### config.mk
export PLATFORM = sky130hd
export DESIGN_NAME = fetch_queue_flat
export DESIGN_NICKNAME = d
export VERILOG_FILES = /design/src/rtl/fetch_queue_pkg.sv /design/src/rtl/fetch_queue_if.sv /design/src/rtl/fetch_queue_chk.sv /design/src/rtl/fetch_queue_fifo.sv /design/src/rtl/fetch_queue.sv /design/src/flat_wrapper.sv
export SDC_FILE = /design/constraint.sdc
export NUM_CORES = 1
export LEC_CHECK = 0
export CORE_ASPECT_RATIO = 0.6
export CORE_MARGIN = 5
export CORE_UTILIZATION = 34
export CTS_CLUSTER_SIZE = 25
export DETAILED_ROUTE_END_ITERATION = 8
export GPL_ROUTABILITY_DRIVEN = 0
export PLACE_DENSITY_LB_ADDON = 0.15
export SYNTH_ARGS = -nofsm -noshare
export SYNTH_HDL_FRONTEND = slang
export SYNTH_SLANG_ARGS = --single-unit
### constraint.sdc
create_clock -name clk -period 10.2 [get_ports clk]
set_input_delay 2.04 -clock clk [delete_from_list [all_inputs] [get_ports clk]]
set_output_delay 2.04 -clock clk [all_outputs]
set_load 0.01 [all_outputs]
### src/rtl/fetch_queue_pkg.sv
// Shared constants for the instruction fetch front end: default widths, reset PC,
// the NOP presented on an empty fetch slot, and the instruction size in bytes.
package fetch_queue_pkg;

    localparam int          DEF_XLEN     = 32;
    localparam logic [31:0] DEF_RESET_PC = 32'h0000_0000;
    localparam logic [31:0] NOP_INSTR    = 32'h0000_0013;
    localparam int          INSTR_BYTES  = 4;

    // Counter width able to hold 0..depth inclusive.
    function automatic int cnt_width(input int depth);
        return $clog2(depth) + 1;
    endfunction

endpackage

### src/rtl/fetch_queue_if.sv
// Handshake bundle between the fetch queue, instruction memory and the IF/ID register.
// master = fetch queue side, slave = memory/decode side.
interface fetch_queue_if #(
    parameter int XLEN = 32
);
    logic            imem_req_valid;
    logic            imem_req_ready;
    logic [XLEN-1:0] imem_req_addr;
    logic            imem_resp_valid;
    logic [XLEN-1:0] imem_resp_data;
    logic            if_valid;
    logic            if_ready;
    logic [XLEN-1:0] if_pc;
    logic [XLEN-1:0] if_instruction;

    modport master (
        output imem_req_valid, imem_req_addr,
        input  imem_req_ready, imem_resp_valid, imem_resp_data,
        output if_valid, if_pc, if_instruction,
        input  if_ready
    );

    modport slave (
        input  imem_req_valid, imem_req_addr,
        output imem_req_ready, imem_resp_valid, imem_resp_data,
        input  if_valid, if_pc, if_instruction,
        output if_ready
    );

endinterface

### src/rtl/fetch_queue_chk.sv
// Invariant checker for the fetch queue: credit accounting never over-commits
// the buffer and a response is never pushed into a full FIFO.
module fetch_queue_chk #(
    parameter int DEPTH = 4,
    parameter int CNT_W = 3
) (
    input logic             clk,
    input logic             reset,
    input logic             push,
    input logic             full,
    input logic [CNT_W-1:0] count,
    input logic [CNT_W-1:0] inflight
);

    localparam logic [CNT_W:0] DEPTH_OCC = (CNT_W + 1)'(DEPTH);

    logic [CNT_W:0] occupancy_s;

    assign occupancy_s = {1'b0, count} + {1'b0, inflight};

    a_no_push_when_full : assert property (@(posedge clk) disable iff (!reset) !(push && full));
    a_credit_bound      : assert property (@(posedge clk) disable iff (!reset) occupancy_s <= DEPTH_OCC);

endmodule

### src/rtl/fetch_queue_fifo.sv
// Synchronous DEPTH x WIDTH FIFO with push/pop and a clear that beats both.
// DEPTH must be a power of two so the pointers wrap naturally.
module fetch_queue_fifo
    import fetch_queue_pkg::*;
#(
    parameter int DEPTH = 4,
    parameter int WIDTH = 64,
    localparam int PTR_W = $clog2(DEPTH),
    localparam int CNT_W = PTR_W + 1
) (
    input  logic             clk,
    input  logic             reset,
    input  logic             clear,
    input  logic             push,
    input  logic [WIDTH-1:0] push_data,
    input  logic             pop,
    output logic [WIDTH-1:0] head_data,
    output logic [CNT_W-1:0] count,
    output logic             full,
    output logic             empty
);

    logic [WIDTH-1:0] mem_q [DEPTH];
    logic [WIDTH-1:0] mem_d [DEPTH];
    logic [PTR_W-1:0] wr_ptr_q, wr_ptr_d;
    logic [PTR_W-1:0] rd_ptr_q, rd_ptr_d;
    logic [CNT_W-1:0] count_q, count_d;
    logic             write_s;
    logic             read_s;

    // Next-state for pointers, occupancy and storage.
    always_comb begin
        mem_d    = mem_q;
        wr_ptr_d = wr_ptr_q;
        rd_ptr_d = rd_ptr_q;
        count_d  = count_q;
        write_s  = push && !full;
        read_s   = pop && !empty;
        if (clear) begin
            wr_ptr_d = '0;
            rd_ptr_d = '0;
            count_d  = '0;
        end else begin
            if (write_s) begin
                mem_d[wr_ptr_q] = push_data;
                wr_ptr_d        = wr_ptr_q + PTR_W'(1'b1);
            end else begin
                wr_ptr_d = wr_ptr_q;
            end
            if (read_s) begin
                rd_ptr_d = rd_ptr_q + PTR_W'(1'b1);
            end else begin
                rd_ptr_d = rd_ptr_q;
            end
            count_d = count_q + CNT_W'(write_s) - CNT_W'(read_s);
        end
    end

    // Control state register with synchronous active-low reset.
    always_ff @(posedge clk) begin
        if (!reset) begin
            wr_ptr_q <= '0;
            rd_ptr_q <= '0;
            count_q  <= '0;
        end else begin
            wr_ptr_q <= wr_ptr_d;
            rd_ptr_q <= rd_ptr_d;
            count_q  <= count_d;
        end
    end

    // Data storage needs no reset; occupancy decides what is visible.
    always_ff @(posedge clk) begin
        mem_q <= mem_d;
    end

    assign head_data = mem_q[rd_ptr_q];
    assign count     = count_q;
    assign full      = (count_q == CNT_W'(DEPTH));
    assign empty     = (count_q == '0);

endmodule

### src/rtl/fetch_queue.sv
// Fetch stage: owns the fetch PC, issues credit-limited word requests, buffers responses
// for IF/ID and drops stale responses after a redirect. Optional macro FETCH_BYPASS_EN.
module fetch_queue
    import fetch_queue_pkg::*;
#(
    parameter int              XLEN     = DEF_XLEN,
    parameter int              DEPTH    = 4,
    parameter logic [XLEN-1:0] RESET_PC = XLEN'(DEF_RESET_PC)
) (
    input  logic            clk,
    input  logic            reset,
    input  logic            redirect_valid,
    input  logic [XLEN-1:0] redirect_pc,
    fetch_queue_if.master   bus
);

    localparam int              CNT_W     = cnt_width(DEPTH);
    localparam logic [CNT_W:0]  DEPTH_OCC = (CNT_W + 1)'(DEPTH);
    localparam logic [XLEN-1:0] PC_STEP   = XLEN'(INSTR_BYTES);
    localparam logic [XLEN-1:0] NOP_WORD  = XLEN'(NOP_INSTR);

    logic [XLEN-1:0]   fetch_pc_q, fetch_pc_d;
    logic [XLEN-1:0]   resp_pc_q, resp_pc_d;
    logic [CNT_W-1:0]  inflight_q, inflight_d;
    logic [CNT_W-1:0]  pending_drop_q, pending_drop_d;

    logic [CNT_W-1:0]  count_s;
    logic              full_s;
    logic              empty_s;
    logic [2*XLEN-1:0] head_s;
    logic [CNT_W:0]    occupancy_s;
    logic [XLEN-1:0]   redirect_target_s;
    logic              req_valid_s;
    logic              req_fire_s;
    logic              resp_keep_s;
    logic              bypass_s;
    logic              if_valid_s;
    logic              push_s;
    logic              pop_s;

    // Issue credit, response acceptance and IF-side handshake decode.
    always_comb begin
        redirect_target_s = {redirect_pc[XLEN-1:2], 2'b00};
        occupancy_s       = {1'b0, count_s} + {1'b0, inflight_q};
        req_valid_s       = reset && !redirect_valid && (occupancy_s < DEPTH_OCC);
        req_fire_s        = req_valid_s && bus.imem_req_ready;
        resp_keep_s       = bus.imem_resp_valid && !redirect_valid && (pending_drop_q == '0);
`ifdef FETCH_BYPASS_EN
        bypass_s          = resp_keep_s && empty_s;
`else
        bypass_s          = 1'b0;
`endif
        if_valid_s        = !empty_s || bypass_s;
        pop_s             = !empty_s && bus.if_ready;
        // A bypassed word that decode takes immediately never enters the FIFO.
        push_s            = resp_keep_s && !(bypass_s && bus.if_ready);
    end

    // PC, in-flight and drop bookkeeping; a redirect overrides everything else.
    always_comb begin
        fetch_pc_d     = fetch_pc_q;
        resp_pc_d      = resp_pc_q;
        pending_drop_d = pending_drop_q;
        inflight_d     = inflight_q + CNT_W'(req_fire_s) - CNT_W'(bus.imem_resp_valid);
        if (redirect_valid) begin
            fetch_pc_d     = redirect_target_s;
            resp_pc_d      = redirect_target_s;
            pending_drop_d = inflight_q - CNT_W'(bus.imem_resp_valid);
        end else begin
            if (req_fire_s) begin
                fetch_pc_d = fetch_pc_q + PC_STEP;
            end else begin
                fetch_pc_d = fetch_pc_q;
            end
            if (resp_keep_s) begin
                resp_pc_d = resp_pc_q + PC_STEP;
            end else begin
                resp_pc_d = resp_pc_q;
            end
            if (bus.imem_resp_valid && (pending_drop_q != '0)) begin
                pending_drop_d = pending_drop_q - CNT_W'(1'b1);
            end else begin
                pending_drop_d = pending_drop_q;
            end
        end
    end

    // Fetch state registers with synchronous active-low reset.
    always_ff @(posedge clk) begin
        if (!reset) begin
            fetch_pc_q     <= RESET_PC;
            resp_pc_q      <= RESET_PC;
            inflight_q     <= '0;
            pending_drop_q <= '0;
        end else begin
            fetch_pc_q     <= fetch_pc_d;
            resp_pc_q      <= resp_pc_d;
            inflight_q     <= inflight_d;
            pending_drop_q <= pending_drop_d;
        end
    end

    fetch_queue_fifo #(
        .DEPTH (DEPTH),
        .WIDTH (2 * XLEN)
    ) u_fifo (
        .clk       (clk),
        .reset     (reset),
        .clear     (redirect_valid),
        .push      (push_s),
        .push_data ({resp_pc_q, bus.imem_resp_data}),
        .pop       (pop_s),
        .head_data (head_s),
        .count     (count_s),
        .full      (full_s),
        .empty     (empty_s)
    );

    fetch_queue_chk #(
        .DEPTH (DEPTH),
        .CNT_W (CNT_W)
    ) u_chk (
        .clk      (clk),
        .reset    (reset),
        .push     (push_s),
        .full     (full_s),
        .count    (count_s),
        .inflight (inflight_q)
    );

    // IF/ID outputs: FIFO head, the bypassed response, or the empty-slot NOP.
    always_comb begin
        bus.imem_req_valid = req_valid_s;
        bus.imem_req_addr  = fetch_pc_q;
        bus.if_valid       = if_valid_s;
        if (!empty_s) begin
            bus.if_pc          = head_s[2*XLEN-1:XLEN];
            bus.if_instruction = head_s[XLEN-1:0];
        end else if (bypass_s) begin
            bus.if_pc          = resp_pc_q;
            bus.if_instruction = bus.imem_resp_data;
        end else begin
            bus.if_pc          = '0;
            bus.if_instruction = NOP_WORD;
        end
    end

endmodule

### src/flat_wrapper.sv
// flat-port wrapper written by rule: the top's interface ports become plain ports
module fetch_queue_flat import fetch_queue_pkg::*;
#(
    parameter int              XLEN     = DEF_XLEN,
    parameter int              DEPTH    = 4,
    parameter logic [XLEN-1:0] RESET_PC = XLEN'(DEF_RESET_PC)
)
  (clk, reset, redirect_valid, redirect_pc, bus_imem_req_valid, bus_imem_req_addr, bus_imem_req_ready, bus_imem_resp_valid, bus_imem_resp_data, bus_if_valid, bus_if_pc, bus_if_instruction, bus_if_ready);
  fetch_queue_if #(.XLEN(XLEN)) bus_i ();
  input  logic clk;
  input  logic reset;
  input  logic redirect_valid;
  input  logic [XLEN-1:0] redirect_pc;
  output wire logic [$bits(bus_i.imem_req_valid)-1:0] bus_imem_req_valid;
  output wire logic [$bits(bus_i.imem_req_addr)-1:0] bus_imem_req_addr;
  input wire logic [$bits(bus_i.imem_req_ready)-1:0] bus_imem_req_ready;
  input wire logic [$bits(bus_i.imem_resp_valid)-1:0] bus_imem_resp_valid;
  input wire logic [$bits(bus_i.imem_resp_data)-1:0] bus_imem_resp_data;
  output wire logic [$bits(bus_i.if_valid)-1:0] bus_if_valid;
  output wire logic [$bits(bus_i.if_pc)-1:0] bus_if_pc;
  output wire logic [$bits(bus_i.if_instruction)-1:0] bus_if_instruction;
  input wire logic [$bits(bus_i.if_ready)-1:0] bus_if_ready;
  assign bus_imem_req_valid = bus_i.imem_req_valid;
  assign bus_imem_req_addr = bus_i.imem_req_addr;
  assign bus_i.imem_req_ready = bus_imem_req_ready;
  assign bus_i.imem_resp_valid = bus_imem_resp_valid;
  assign bus_i.imem_resp_data = bus_imem_resp_data;
  assign bus_if_valid = bus_i.if_valid;
  assign bus_if_pc = bus_i.if_pc;
  assign bus_if_instruction = bus_i.if_instruction;
  assign bus_i.if_ready = bus_if_ready;
  fetch_queue #(.XLEN(XLEN), .DEPTH(DEPTH), .RESET_PC(RESET_PC)) u_core (.clk(clk), .reset(reset), .redirect_valid(redirect_valid), .redirect_pc(redirect_pc), .bus(bus_i));
endmodule
==> results of run 1 <==
per-layer routing:
| metal | track usage | wire length [µm] | up-vias | share of wire |
|---|---|---|---|---|
| met2 | 0.223 | 14600 | 166 | 0.46 |
| met4 | 0.0248 | 339 | 0 | 0.011 |
| met3 | 0.0301 | 1510 | 28 | 0.048 |
| met1 | 0.211 | 15200 | 3984 | 0.48 |
| met5 | 0 | 0 | - | 0 |
| li1 | - | - | 3675 | - |
area by class of cell:
cell class	instances	share of cell area
Clock buffer	36	0.0528
Clock inverter	25	0.0156
Inverter	18	0.00406
Multi-Input combinational cell	494	0.252
Sequential cell	321	0.535
Tap cell	522	0.0392
Timing Repair Buffer	170	0.101
Yosys cell counts (2+ instances only):
| master | count |
|---|---|
| nand2_1 | 43 |
| clkbuf_8 | 2 |
| ha_1 | 16 |
| fa_1 | 2 |
| and4_1 | 3 |
| edfxtp_1 | 248 |
| and2_1 | 68 |
| nor4_2 | 2 |
| buf_1 | 2 |
| o211ai_1 | 2 |
| and3_1 | 12 |
| nor4_1 | 6 |
| mux2i_1 | 3 |
| dfxtp_1 | 73 |
| mux4_2 | 62 |
| nand2b_1 | 2 |
| inv_1 | 18 |
| xor2_1 | 34 |
| nor3_2 | 2 |
| nor2_1 | 24 |
| a21oi_1 | 49 |
| xnor2_1 | 24 |
| a31oi_1 | 4 |
| or3_1 | 2 |
| a211oi_1 | 7 |
| buf_2 | 9 |
| o31a_1 | 2 |
| a22o_1 | 5 |
| clkbuf_1 | 30 |
| nor3_1 | 12 |
| nand4_1 | 27 |
| nand3_1 | 23 |
| or2_2 | 5 |
| buf_4 | 5 |
| nand3b_1 | 2 |
| nand4b_1 | 4 |
| o21ai_0 | 33 |
sequential cells by signal (all words and copies together), names as in the netlist:
register	flops
u_core.pending_drop_q	3
u_core.u_fifo.count	3
u_core.u_fifo.wr_ptr_q	2
u_core.u_fifo.mem_q	248
u_core.bus.imem_req_addr	30
u_core.u_fifo.rd_ptr_q	2
u_core.resp_pc_q	30
u_core.inflight_q	3
worst paths after layout:
kind	from	to	slack [ns]	cells past startpoint
hold reg to reg	u_core.resp_pc_q[21]	u_core.u_fifo.mem_q[245]	0.54	0
setup reg to reg	u_core.pending_drop_q[0]	u_core.u_fifo.count[2]	7.04	13
hold / removal	u_core.resp_pc_q[21]	u_core.u_fifo.mem_q[245]	0.54	0
setup / recovery	redirect_valid	bus_imem_req_valid	3.46	7
per-stage QoR:
stage	util	hold slack (ns)	cells	power [W]
3_3_place_gp	0.398	0.535	1525	0.00183
5_1_grt	0.427	0.553	1586	0.00320
4_1_cts	0.427	0.541	1586	0.00312
2_1_floorplan	-	0.480	882	0.00168
6_report	0.427	0.537	1586	0.00307
3_5_place_dp	0.398	0.539	1525	0.00183
where the power goes:
part,switching (W),total (W),internal (W)
logic,0.000147,0.000298,0.000151
registers,0.0000428,0.00150,0.00146
clock network,0.000514,0.00127,0.000756
cells by family (layout without fill, tap and decap cells):
family,after synthesis,in the layout,synth area share
muxes,66,66,0.107
AOI/OAI and AO/OA,106,106,0.0450
other,1,4,0.000280
xor gates and xnor gates,58,58,0.0379
adders and majority gates,18,18,0.0179
DFF,321,321,0.665
and+or+nand+nor,242,242,0.103
buffers and inverters,67,249,0.0229
==> results.yml, run 1 <==
yosys:
  synth_top_area_frac: 0.556
  synth_area_leaders: "edfxtp_1 56%, dfxtp_1 11%, mux4_2 10%, and2_1 3.2%, xor2_1 2.2%"
  ys_seq_area_frac: 0.665
  synth_top_flop_cell: "edfxtp_1"
  synth-edff-count: 248
  syn-cell-area_um2: 13400
  synth-async-reset-ratio: 0
  ys_ff_latch: 321
  synthCells: 879
  synth.avg_cell_area_um2: 15.2
  synth_cell_types: 49
  yosys_warnings: 0
  yosys.area.top_type: "edfxtp_1"
global_route:
  overflow: 0
  antenna_found_initial: 0
  grt_use_total: 0.143
  grt_max_degree: 85
  grt_pass1_wl_um: 48900
  first_global_vias: 8039
die:
  dieArea_um2: 43600
  io_pins: 168
  die_h_um: 164
  core_area_um2: 39000
  start_util: 0.344
  die_w_um: 266
  rows: 56
cts:
  postCtsSetupBuffers: 0
  htree_levels: 2
  cts_hold_buf: 0
  clock-root-buffer: "clkbuf_16"
  clock_latency_ns: 0.51
  clk_pin_slew_ns: 0.06
  clk_path_buf_depth: 3
  cts_buffers: 34
  cts_tree: "yes"
  cts_resized: 0
  cts_sinks: 321
power_and_ir_drop:
  power.density_nw_per_um2: 184
  max-vdd-ir-drop_mv: 0.0916
  p_leak_nw: 5.35
critical_path:
  path_buf_inv: 5
  cp.arrival_ns: 4.70
  start_kind: "input pin"
  crit_chain: "clkdlybuf4s50_1 > buf_4 > inv_2 > buf_4 > nand2_1 > nor3_1 > clkdlybuf4s50_1"
  path_class: "input pin to primary output"
  crit_fanout: 84
  cpPeakStageDelay_ns: 0.66
  slowest_stage: "buf_4"
  cp_top_family: "buffers and inverters"
  endpoint_kind: "primary output"
  crit_required_ns: 8.16
final_layout:
  area_delta_synth_final_pct: 24.4
  nNetsFinal: 1127
  mostFrequentLayoutCells: "248 x edfxtp_1, 161 x clkdlybuf4s50_1, 71 x dfxtp_1, 64 x and2_1, 62 x mux4_2"
  multi_input_area_um2: 4200
  layout_commonest_cell: "edfxtp_1"
  seq_area_um2: 8920
  num_antenna_cells: 0
  drive_gt1_frac: 0.138
  nFillCells: 3567
  finalInstanceArea_um2: 16700
place:
  port-buffer-count: 161
  placed_cell_area_um2: 15500
  post-place-ws_ns: 3.42
  dpl.hpwl_um: 19400
drt:
  drt-pass1-iter-count: 5
  drt_iter0_drc: 514
  vias: 7853
  antenna_left: 0
  wl_per_cell_um: 19.9
  avgViaCountPerCell: 4.95
  routed_wl_um: 31600
  drc: 0
timing:
  relSlewSlack: 0.307
  setup_ws_ns: 3.46
  setup_violations: 0
  worst_slew_pin_slew_ns: 1.04
  finalClockSkew_ns: 0.0155
  fin_crit_ns: 6.74
  hold_viol_final: 0
  period_share: 0.661
  drv_slew: 0
  grt_setup_unrepaired: "no"
  finalSetupTns_ns: 0
  fmax_mhz: 148
run_status:
  run_status: "finished, final reports clean"
hold_path:
  hold_class: "flip-flop to flip-flop"
job:
  maxCapViolCount: 0
Note: power is estimated with default switching activity, not from simulation.
==> run 2, diff against run 1 <==
==> constraint.sdc (replaced) <==
create_clock -name clk -period 6 [get_ports clk]
set_input_delay 1.2 -clock clk [delete_from_list [all_inputs] [get_ports clk]]
set_output_delay 1.2 -clock clk [all_outputs]
set_load 0.01 [all_outputs]
==> run 2 against run 1 <==
  * Non-clock buffer count grew 2
  * Sequential power rose by 70%
  * Routed wire length grew 1.3%
  * Utilization about the same
  * Register-to-register slack got worse by 4.2 ns
  * Sequential share of layout area hardly changed
  * Final cell count shrank 0.13%
  * Total power grew 68%
  * Cell area about the same
  * Clock-buffer cell count rose by 10
  * Die area is the same
  * Largest cell class unchanged
==> results.yml, run 2 (synthesized netlist as in run 1, its figures left out) <==
cts:
  clock_latency_ns: 0.52
  cts_sinks: 321
  cts_buffers: 34
  postCtsSetupBuffers: 0
  clk_pin_slew_ns: 0.06
  cts_tree: "yes"
  clk_path_buf_depth: 3
  clock-root-buffer: "clkbuf_16"
  cts_resized: 0
  htree_levels: 2
  cts_hold_buf: 0
critical_path:
  cpPeakStageDelay_ns: 0.65
  crit_cells: 6
  crit_chain: "clkdlybuf4s50_1 > buf_4 > inv_2 > nand2_1 > nor3_1 > clkdlybuf4s50_1"
  start_kind: "input pin"
  slowest_stage: "clkdlybuf4s50_1"
  crit_required_ns: 4.80
  cp_top_family: "buffers and inverters"
  crit_top_cell: "clkdlybuf4s50_1"
  path_buf_inv: 4
  timing.rr.end: "u_core.u_fifo.count[2]"
  crit_fanout: 19
  r2r-start: "u_core.pending_drop_q[0]"
  r2r_slack_ns: 2.80
  critical_path.endpoint: "bus_imem_req_valid"
  reg2regPathDepth: 13
  cp.arrival_ns: 3.21
  path_class: "input pin to primary output"
  startpoint: "redirect_valid"
  endpoint_kind: "primary output"
place:
  dp.cells: 1527
  dpl.hpwl_um: 19800
  port-buffer-count: 161
  post-place-ws_ns: 1.48
hold_path:
  hold_class: "flip-flop to flip-flop"
  hp-start: "u_core.resp_pc_q[22]"
  min_path_cells: 0
drt:
  wl_per_cell_um: 20.2
  drt_iter0_drc: 497
  drt-pass1-iter-count: 5
  avgViaCountPerCell: 4.95
  antenna_left: 0
  drc: 0
  vias: 7842
  routed_wl_um: 32000
die:
  dieArea_um2: 43600
  io_pins: 168
  start_util: 0.344
  rows: 56
  die_h_um: 164
  core_area_um2: 39000
  die_w_um: 266
timing:
  hold_viol_final: 0
  period_share: 0.734
  fin_crit_ns: 4.41
  worst_slew_pin_slew_ns: 1.12
  setup_violations: 0
  setup_ws_ns: 1.59
  fmax_mhz: 227
  finalClockSkew_ns: 0.0160
  grt_setup_unrepaired: "no"
  relSlewSlack: 0.249
  finalSetupTns_ns: 0
  drv_slew: 0
final_layout:
  drive_gt1_frac: 0.135
  layout_commonest_cell: "edfxtp_1"
  regMostFlops: "u_core.u_fifo.mem_q"
  num_antenna_cells: 0
  nFillCells: 3563
  multi_input_area_um2: 4200
  nNetsFinal: 1129
  largest_register_ffs: 248
  seq_area_um2: 8920
  area_delta_synth_final_pct: 24.3
  mostFrequentLayoutCells: "248 x edfxtp_1, 161 x clkdlybuf4s50_1, 71 x dfxtp_1, 64 x and2_1, 62 x mux4_2"
  fin_cells: 1584
power_and_ir_drop:
  p_leak_nw: 5.35
  power.density_nw_per_um2: 310
  max-vdd-ir-drop_mv: 0.160
run_status:
  run_status: "finished, final reports clean"
global_route:
  overflow: 0
  first_global_vias: 7933
  grt_use_total: 0.145
  grt_pass1_wl_um: 48800
  antenna_found_initial: 1
  grt_max_degree: 84
job:
  maxCapViolCount: 0
run 2: final cells by class:
| class | instances | share of cell area |
|---|---|---|
| Clock buffer | 46 | 0.0601 |
| Clock inverter | 11 | 0.00646 |
| Inverter | 18 | 0.00406 |
| Multi-Input combinational cell | 494 | 0.252 |
| Sequential cell | 321 | 0.536 |
| Tap cell | 522 | 0.0392 |
| Timing Repair Buffer | 172 | 0.103 |
run 2: where the power goes:
group	switching, W	internal [W]
clock network	0.000848	0.00125
registers	0.0000733	0.00248
logic	0.000251	0.000259
run 2: through the flow:
stage / hold slack, ns / area (µm²) / power, W / utilization
global route: 0.554 / 16600 / 0.00540 / 0.427
floorplan: 0.480 / 13400 / 0.00286 / -
finish: 0.536 / 16600 / 0.00516 / 0.427
CTS: 0.533 / 16600 / 0.00525 / 0.427
global placement: 0.533 / 15500 / 0.00311 / 0.399
detailed placement: 0.540 / 15500 / 0.00312 / 0.399
run 2: metal layers:
layer  global-route usage  routed length, µm  up-vias
met5                    0                  0        -
met4               0.0264                355        0
met3               0.0284               1410       29
met2                0.223              14600      153
met1                0.216              15600     3987
li1                     -                  -     3673
run 2: how the worst min path moves through the flow:
stage | endpoint | slack (ns)
6_report | u_core.u_fifo.mem_q[118] | 0.54
5_1_grt | u_core.u_fifo.mem_q[118] | 0.55
3_3_place_gp | u_core.u_fifo.mem_q[182] | 0.53
2_1_floorplan | u_core.u_fifo.mem_q[127] | 0.48
3_5_place_dp | u_core.u_fifo.mem_q[246] | 0.54
4_1_cts | u_core.u_fifo.mem_q[118] | 0.53
